==> src/rtl/bpu_pkg.sv <==
// rtl/bpu_pkg.sv - shared types and constants for the branch prediction unit
package bpu_pkg;

  localparam int BPU_WIDTH    = 32;
  localparam int BPU_ENTRIES  = 16;
  localparam int BPU_CTR_BITS = 2;
  localparam int BPU_IDX      = $clog2(BPU_ENTRIES);
  localparam int BPU_TAG_BITS = BPU_WIDTH - BPU_IDX - 2;

  localparam logic [BPU_CTR_BITS-1:0] CTR_WEAK_T  = BPU_CTR_BITS'(1) << (BPU_CTR_BITS - 1);
  localparam logic [BPU_CTR_BITS-1:0] CTR_WEAK_NT = CTR_WEAK_T - BPU_CTR_BITS'(1);

  typedef struct packed {
    logic                    valid;
    logic [BPU_TAG_BITS-1:0] tag;
    logic [BPU_WIDTH-1:0]    target;
    logic [BPU_CTR_BITS-1:0] ctr;
    logic                    is_jump;
  } btb_entry_t;

  typedef struct packed {
    logic                 valid;
    logic                 taken;
    logic [BPU_WIDTH-1:0] target;
    logic [BPU_IDX-1:0]   index;
  } pred_meta_t;

endpackage

==> src/rtl/sat_counter.sv <==
// rtl/sat_counter.sv - up/down saturating counter next-value logic
module sat_counter #(
  parameter int CTR_BITS = 2
) (
  input  logic [CTR_BITS-1:0] ctr_i,
  input  logic                up_i,
  output logic [CTR_BITS-1:0] ctr_o
);

  always_comb begin
    ctr_o = ctr_i;
    if (up_i) begin
      if (ctr_i != '1) ctr_o = ctr_i + CTR_BITS'(1);
    end else begin
      if (ctr_i != '0) ctr_o = ctr_i - CTR_BITS'(1);
    end
  end

endmodule

==> src/rtl/branch_predictor_btb.sv <==
// rtl/branch_predictor_btb.sv - direct-mapped BTB with saturating counters and optional gshare index
module branch_predictor_btb
  import bpu_pkg::*;
#(
  parameter int WIDTH    = BPU_WIDTH,
  parameter int ENTRIES  = BPU_ENTRIES,
  parameter int CTR_BITS = BPU_CTR_BITS,
  parameter int GHR_BITS = 0
) (
  input  logic             clk,
  input  logic             rst,
  input  logic [WIDTH-1:0] PCF,
  input  logic             stall,
  input  logic             flush,
  input  logic             BranchE,
  input  logic             JumpE,
  input  logic             TakenE,
  input  logic [WIDTH-1:0] PCE,
  input  logic [WIDTH-1:0] PCPlus4E,
  input  logic [WIDTH-1:0] TargetE,
  output logic [WIDTH-1:0] PCPredF,
  output logic             PredTakenF,
  output logic             MispredictE,
  output logic [WIDTH-1:0] RedirectPCE,
  output logic [31:0]      BranchCount,
  output logic [31:0]      MispredCount
);

  localparam int IDX      = $clog2(ENTRIES);
  localparam int TAG_BITS = WIDTH - IDX - 2;

  logic                valid_q  [ENTRIES];
  logic [CTR_BITS-1:0] ctr_q    [ENTRIES];
  logic [TAG_BITS-1:0] tag_q    [ENTRIES];
  logic [WIDTH-1:0]    target_q [ENTRIES];
  logic                jump_q   [ENTRIES];

  pred_meta_t d_q, d_d, e_q, e_d, f_meta;
  btb_entry_t f_entry;
  logic [IDX-1:0] f_idx, e_idx, ghr_ext;
  logic f_hit, e_hit, resolve, actual;
  logic [CTR_BITS-1:0] upd_ctr;
  logic [31:0] branch_cnt_q, mispred_cnt_q;
  logic unused_pce;

  assign unused_pce = ^PCE[IDX+1:0];

  assign resolve = e_q.valid && (BranchE || JumpE);
  assign actual  = JumpE || TakenE;

  // History only advances on resolved conditional branches, never speculatively
  generate
    if (GHR_BITS > 0) begin : g_ghr
      logic [GHR_BITS-1:0] ghr_q;
      always_ff @(posedge clk or negedge rst) begin
        if (!rst) ghr_q <= '0;
        else if (resolve && BranchE && !JumpE) ghr_q <= (ghr_q << 1) | GHR_BITS'(actual);
      end
      assign ghr_ext = IDX'(ghr_q);
    end else begin : g_no_ghr
      assign ghr_ext = '0;
    end
  endgenerate

  assign f_idx = PCF[IDX+1:2] ^ ghr_ext;

  always_comb begin
    f_entry.valid   = valid_q[f_idx];
    f_entry.tag     = tag_q[f_idx];
    f_entry.target  = target_q[f_idx];
    f_entry.ctr     = ctr_q[f_idx];
    f_entry.is_jump = jump_q[f_idx];
    f_hit      = f_entry.valid && (f_entry.tag == PCF[WIDTH-1:IDX+2]);
    PredTakenF = f_hit && (f_entry.is_jump || f_entry.ctr[CTR_BITS-1]);
    PCPredF    = PredTakenF ? f_entry.target : PCF + WIDTH'(4);
    f_meta     = '{valid: 1'b1, taken: PredTakenF, target: f_entry.target, index: f_idx};
  end

  always_comb begin
    d_d = stall ? d_q : f_meta;
    e_d = d_q;
    if (stall) e_d.valid = 1'b0;
    if (flush || MispredictE) begin
      d_d.valid = 1'b0;
      e_d.valid = 1'b0;
    end
  end

  always_ff @(posedge clk or negedge rst) begin
    if (!rst) begin
      d_q <= '0;
      e_q <= '0;
    end else begin
      d_q <= d_d;
      e_q <= e_d;
    end
  end

  always_comb begin
    MispredictE = resolve && ((actual != e_q.taken) || (actual && (TargetE != e_q.target)));
    RedirectPCE = '0;
    if (MispredictE) RedirectPCE = actual ? TargetE : PCPlus4E;
  end

  assign e_idx = e_q.index;
  assign e_hit = valid_q[e_idx] && (tag_q[e_idx] == PCE[WIDTH-1:IDX+2]);

  sat_counter #(.CTR_BITS(CTR_BITS)) u_sat_counter (
    .ctr_i (ctr_q[e_idx]),
    .up_i  (actual),
    .ctr_o (upd_ctr)
  );

  always_ff @(posedge clk or negedge rst) begin
    if (!rst) begin
      for (int i = 0; i < ENTRIES; i++) begin
        valid_q[i] <= 1'b0;
        ctr_q[i]   <= CTR_WEAK_NT;
      end
    end else if (resolve) begin
      if (e_hit) begin
        ctr_q[e_idx] <= upd_ctr;
      end else if (actual) begin
        valid_q[e_idx] <= 1'b1;
        ctr_q[e_idx]   <= CTR_WEAK_T;
      end
    end
  end

  // Tags and targets carry no reset; gating on rst keeps a reset edge from training them
  always_ff @(posedge clk) begin
    if (rst && resolve && actual) begin
      target_q[e_idx] <= TargetE;
      if (!e_hit) begin
        tag_q[e_idx]  <= PCE[WIDTH-1:IDX+2];
        jump_q[e_idx] <= JumpE;
      end
    end
  end

  always_ff @(posedge clk or negedge rst) begin
    if (!rst) begin
      branch_cnt_q  <= '0;
      mispred_cnt_q <= '0;
    end else begin
      if (resolve && branch_cnt_q != '1) branch_cnt_q <= branch_cnt_q + 32'd1;
      if (MispredictE && mispred_cnt_q != '1) mispred_cnt_q <= mispred_cnt_q + 32'd1;
    end
  end

  assign BranchCount  = branch_cnt_q;
  assign MispredCount = mispred_cnt_q;

endmodule

==> config.mk <==
export PLATFORM = sky130hd
export DESIGN_NAME = branch_predictor_btb
export DESIGN_NICKNAME = d
export VERILOG_FILES = /design/src/rtl/bpu_pkg.sv /design/src/rtl/sat_counter.sv /design/src/rtl/branch_predictor_btb.sv
export SDC_FILE = /design/constraint.sdc
export NUM_CORES = 2
export LEC_CHECK = 0
export BUFFER_PORTS_ARGS = -buffer_cell sky130_fd_sc_hd__buf_4
export CAP_MARGIN = 10
export CORE_MARGIN = 10
export CORE_UTILIZATION = 45
export CTS_CLUSTER_SIZE = 40
export DETAILED_ROUTE_END_ITERATION = 8
export MAX_ROUTING_LAYER = met4
export PLACE_DENSITY = 0.72
export SLEW_MARGIN = 20
export SYNTH_ARGS = -nofsm -noshare
export SYNTH_HDL_FRONTEND = slang
export SYNTH_SLANG_ARGS = --single-unit
==> constraint.sdc <==
create_clock -name clk -period 5 [get_ports clk]
set_input_delay 0 -clock clk [delete_from_list [all_inputs] [get_ports clk]]
set_output_delay 0 -clock clk [all_outputs]
set_load 0.05 [all_outputs]
==> results.md <==
Detailed routing:
- Summed over all layers, the routed wires come to 141 mm.
- The number of remaining DRC errors is 0.
- The via count is 29,300.
- In the routed layout, each cell is associated on average with a via count of 6.16.
- The detail route stage leaves a number of antenna-violating nets equal to 0.
- The count of TritonRoute iterations in the first routing pass is 6.
- The first-iteration detailed-routing DRC count is 4,011.
- In the final routed layout, each cell accounts on average for 29.5 microns.

Synth:
- The number of flip-flops and latches in the synthesized netlist is 1,132.
- The number of nets produced by synthesis is 2,929.
- The average size of a mapped cell is 17.8 sq um.
- The post-synthesis instance area is 0.0497 sq mm.
- The synthesized instance count is 2,791.
- The number of library cell types mapped by synthesis is 76.
- In the synthesized netlist the dominant register cell turns out to be edfxtp_1.
- Yosys mapped a number of flops with a built-in enable equal to 944.
- For this run, the number of Yosys warnings is 0.
- The fraction of synthesis flops using an asynchronous set or reset pin is 0.166.
- For this run, the register share of the synthesized area comes to 0.666.

Timing:
- The worst pin sits at a relative slew slack of 0.264.
- The number of endpoints failing setup at the final stage is 0.
- The worst path meets setup with 0.148 ns of slack.
- Setup repair after global routing left no endpoint under its margin.
- The maximum operating frequency is 206 MHz.
- For the pin with the worst max-slew slack, the measured transition is 1.10 ns.
- In the finished design, the share of the clock period the worst path needs comes to 0.970.
- The final count of hold timing violations was 0.
- After routing, the total negative slack on setup checks comes to 0 ns.
- The worst path in the final design needs a cycle of 4.85 ns, including I/O delays and setup.
- Between clock sinks in the finished design, the worst skew comes to 0.0539 ns.
- The final number of max-transition violations is 0.

Final layout:
- For this run, the share of the core covered by cells in the final layout is 0.538.
- In the final design database the tool counted 3,324 nets.
- The cell area after layout is 0.0588 sq mm.
- The most common cell after layout, fill and taps aside is edfxtp_1.
- In the layout the commonest cells are edfxtp_1 (944), buf_4 (351), mux4_2 (337), dfrtp_1 (169), nand2_1 (146).
- The register area is 0.0331 sq mm.
- Summing all multi-input logic gate instances after layout gives 0.0160 sq mm.
- After filler insertion, the fill cell instance count of the layout stands at 8,393.
- Compared with the post-synthesis result, the final layout area differs by 18.3%.
- Of the cells placed in the final design, the portion with a size suffix greater than 1 is 0.311.

Clocking:
- The number of levels in the clock H-tree is 3.
- The number of clock sinks is 1,132.
- Clock-pin slew was measured on the worst setup and hold paths at 0.06 ns.
- The count of instances resized after the clock tree is built is 0.
- The clock tree from TritonCTS is built.
- Clock tree synthesis inserted a total of 111 buffers.
- The post-CTS setup-driven buffer insertion count is 0.
- The total of hold buffers inserted after clock tree synthesis is 68.
- The tree is rooted in a clkbuf_16.
- At the later pin of the worst-skew pair, clock insertion delay measures 0.71 ns.
- The clock passes through at most 3 buffers.

Pwr:
- The analysis attributes to cell leakage a power of 20.4 nW.
- The worst-case IR drop observed on VDD is 0.268 mV.
- The total design power is 21.4 mW.
- Dividing total power by cell area gives a power density of 364 mW/mm^2.

Floorplanning:
- The die area is 0.124 sq mm.
- For this configuration, the core starts out at a cell density of 0.455.
- The overall die width is 352 microns.
- The die extent in y is 352 microns.
- The area of the placeable core is 0.109 sq mm.
- The initialized floorplan defines 121 standard-cell rows.
- The top-level port count is 265.

Flow run:
- Max-cap violations in this run came to 0.

Global routing:
- Entering global routing, the biggest net connects 75 pins.
- The aggregate global-route resource usage is 0.228.
- Summed over all layers, the global routing overflow is 0.
- The number of global-route vias before repair is 29,400.
- The first global-routing pass estimated 206 mm of wire.
- The initial antenna violation count is 6.

Place:
- The placed instances occupy a cell area of 0.0542 sq mm.
- The count of port buffers added during placement is 258.
- The total half-perimeter wirelength after legalization and detailed placement is 91.4 mm.
- The final estimated routing congestion in global placement is 0.907.
- The worst setup timing slack at the placement stage is 0.239 ns.

Min path:
- The class of the tightest hold or removal check is input pin to flip-flop.

Critical path:
- The type of origin of the critical path is a flip-flop.
- The endpoint class of the critical path is a flip-flop.
- For the worst setup path, the data arrival time is 5.28 ns.
- In this run the worst path has a maximum fanout of 30.
- The classification of the worst setup path is flip-flop to flip-flop.
- The required arrival time at the worst endpoint is 5.42 ns.

Outcome:
- The flow ran to the end, and the final reports show no timing, DRC or antenna violations.
cell type report:
cell class              count  share of cell area
flip-flops and latches   1132               0.563
multi-input cells        1472               0.272
repair buffers            446              0.0660
clock buffers             143              0.0521
well taps                1476              0.0314
clock inverters            67              0.0135
inverters                  23             0.00151
diodes                      5            0.000213
logic make-up (layout without fill, tap and decap cells):
logic type / Yosys count / in the layout / share of synthesized area
flip-flops: 1132 / 1132 / 0.666
multiplexers: 596 / 596 / 0.208
AO/OA/AOI/OAI: 252 / 252 / 0.0348
adder cells (fa/ha/maj): 5 / 5 / 0.00118
other: 0 / 5 / 0
buffers and inverters: 187 / 679 / 0.0173
XOR/XNOR: 172 / 172 / 0.0303
AND/OR/NAND/NOR: 447 / 447 / 0.0427
metal layers:
metal / up-vias / global-route usage / wire, microns
li1: 12100 / - / -
met1: 15400 / 0.314 / 56700
met2: 1750 / 0.350 / 66800
met3: 169 / 0.0518 / 14800
met4: 0 / 0.0454 / 2370
met5: - / - / 0
registers in the layout (all words and copies together) (netlist names):
name	flops
jump_q	16
BranchCount	32
e_idx	4
MispredCount	32
d_q	38
tag_q	416
ctr_q	32
valid_q	16
target_q	512
e_q	34
worst paths after layout:
check | start | end | slack, ns | depth (start not counted)
setup reg to reg | e_idx[1]$_DFF_PN0_ | tag_q[1][3]$_DFFE_PP_ | 0.15 | 13
hold reg to reg | d_q[1]$_DFFE_PN0N_ | e_idx[1]$_DFF_PN0_ | 0.34 | 0
setup / recovery | e_idx[1]$_DFF_PN0_ | tag_q[1][3]$_DFFE_PP_ | 0.15 | 13
max in group asynchronous | rst | ctr_q[17]$_DFFE_PN0P_ | 3.50 | 4
hold / removal | flush | d_q[37]$_DFFE_PN0P_ | 0.05 | 3
min in group asynchronous | rst | e_q[34]$_DFF_PN0_ | 0.48 | 4
cells in the mapped netlist (all sizes together), types with 5 or more instances:
| cell type | n | area share |
|---|---|---|
| a211oi | 8 | 0.0012 |
| a21o | 17 | 0.0026 |
| a21oi | 46 | 0.0046 |
| a221oi | 12 | 0.0021 |
| a22o | 5 | 0.00088 |
| a22oi | 26 | 0.0039 |
| a31o | 16 | 0.0028 |
| a31oi | 6 | 0.00076 |
| and2 | 6 | 0.00076 |
| and3 | 16 | 0.0020 |
| and4 | 8 | 0.0014 |
| buf | 79 | 0.0091 |
| clkbuf | 85 | 0.0064 |
| dfrtp | 172 | 0.087 |
| dfstp | 16 | 0.0085 |
| edfxtp | 944 | 0.57 |
| inv | 22 | 0.0017 |
| mux2 | 125 | 0.028 |
| mux2i | 134 | 0.027 |
| mux4 | 337 | 0.15 |
| nand2 | 146 | 0.011 |
| nand3 | 47 | 0.0047 |
| nand4 | 23 | 0.0029 |
| nor2 | 111 | 0.0084 |
| nor2b | 14 | 0.0018 |
| nor3 | 38 | 0.0038 |
| nor4 | 15 | 0.0025 |
| o211ai | 13 | 0.0020 |
| o21ai | 43 | 0.0043 |
| o22ai | 21 | 0.0026 |
| xnor2 | 94 | 0.017 |
| xor2 | 78 | 0.014 |
power by group:
part	internal [mW]	switching [mW]	total (mW)
Sequential	10.4	0.121	10.5
Clock	5.16	3.61	8.77
Combinational	0.851	1.27	2.12
Total	16.4	5.00	21.4
metrics by stage:
step	hold slack, ns	cells
finish	0.0504	4764
global placement	-0.0413	4476
CTS	0.0208	4759
detailed placement	-0.0285	4481
global route	0.0555	4764
floorplan	-0.296	2791
worst max-delay path, stage by stage (launching register included):
cell       delay [ns]
dfrtp_4          0.70
buf_12           0.28
mux2_1           0.35
o22ai_1          0.21
nor3_1           0.11
a2111oi_0        0.83
a31oi_1          0.25
a2111o_1         0.54
nor4_4           0.30
or2_1            0.22
buf_12           0.17
buf_12           0.14
nor2_4           0.17
buf_4            0.25
Power figures use the tool's default switching activity.
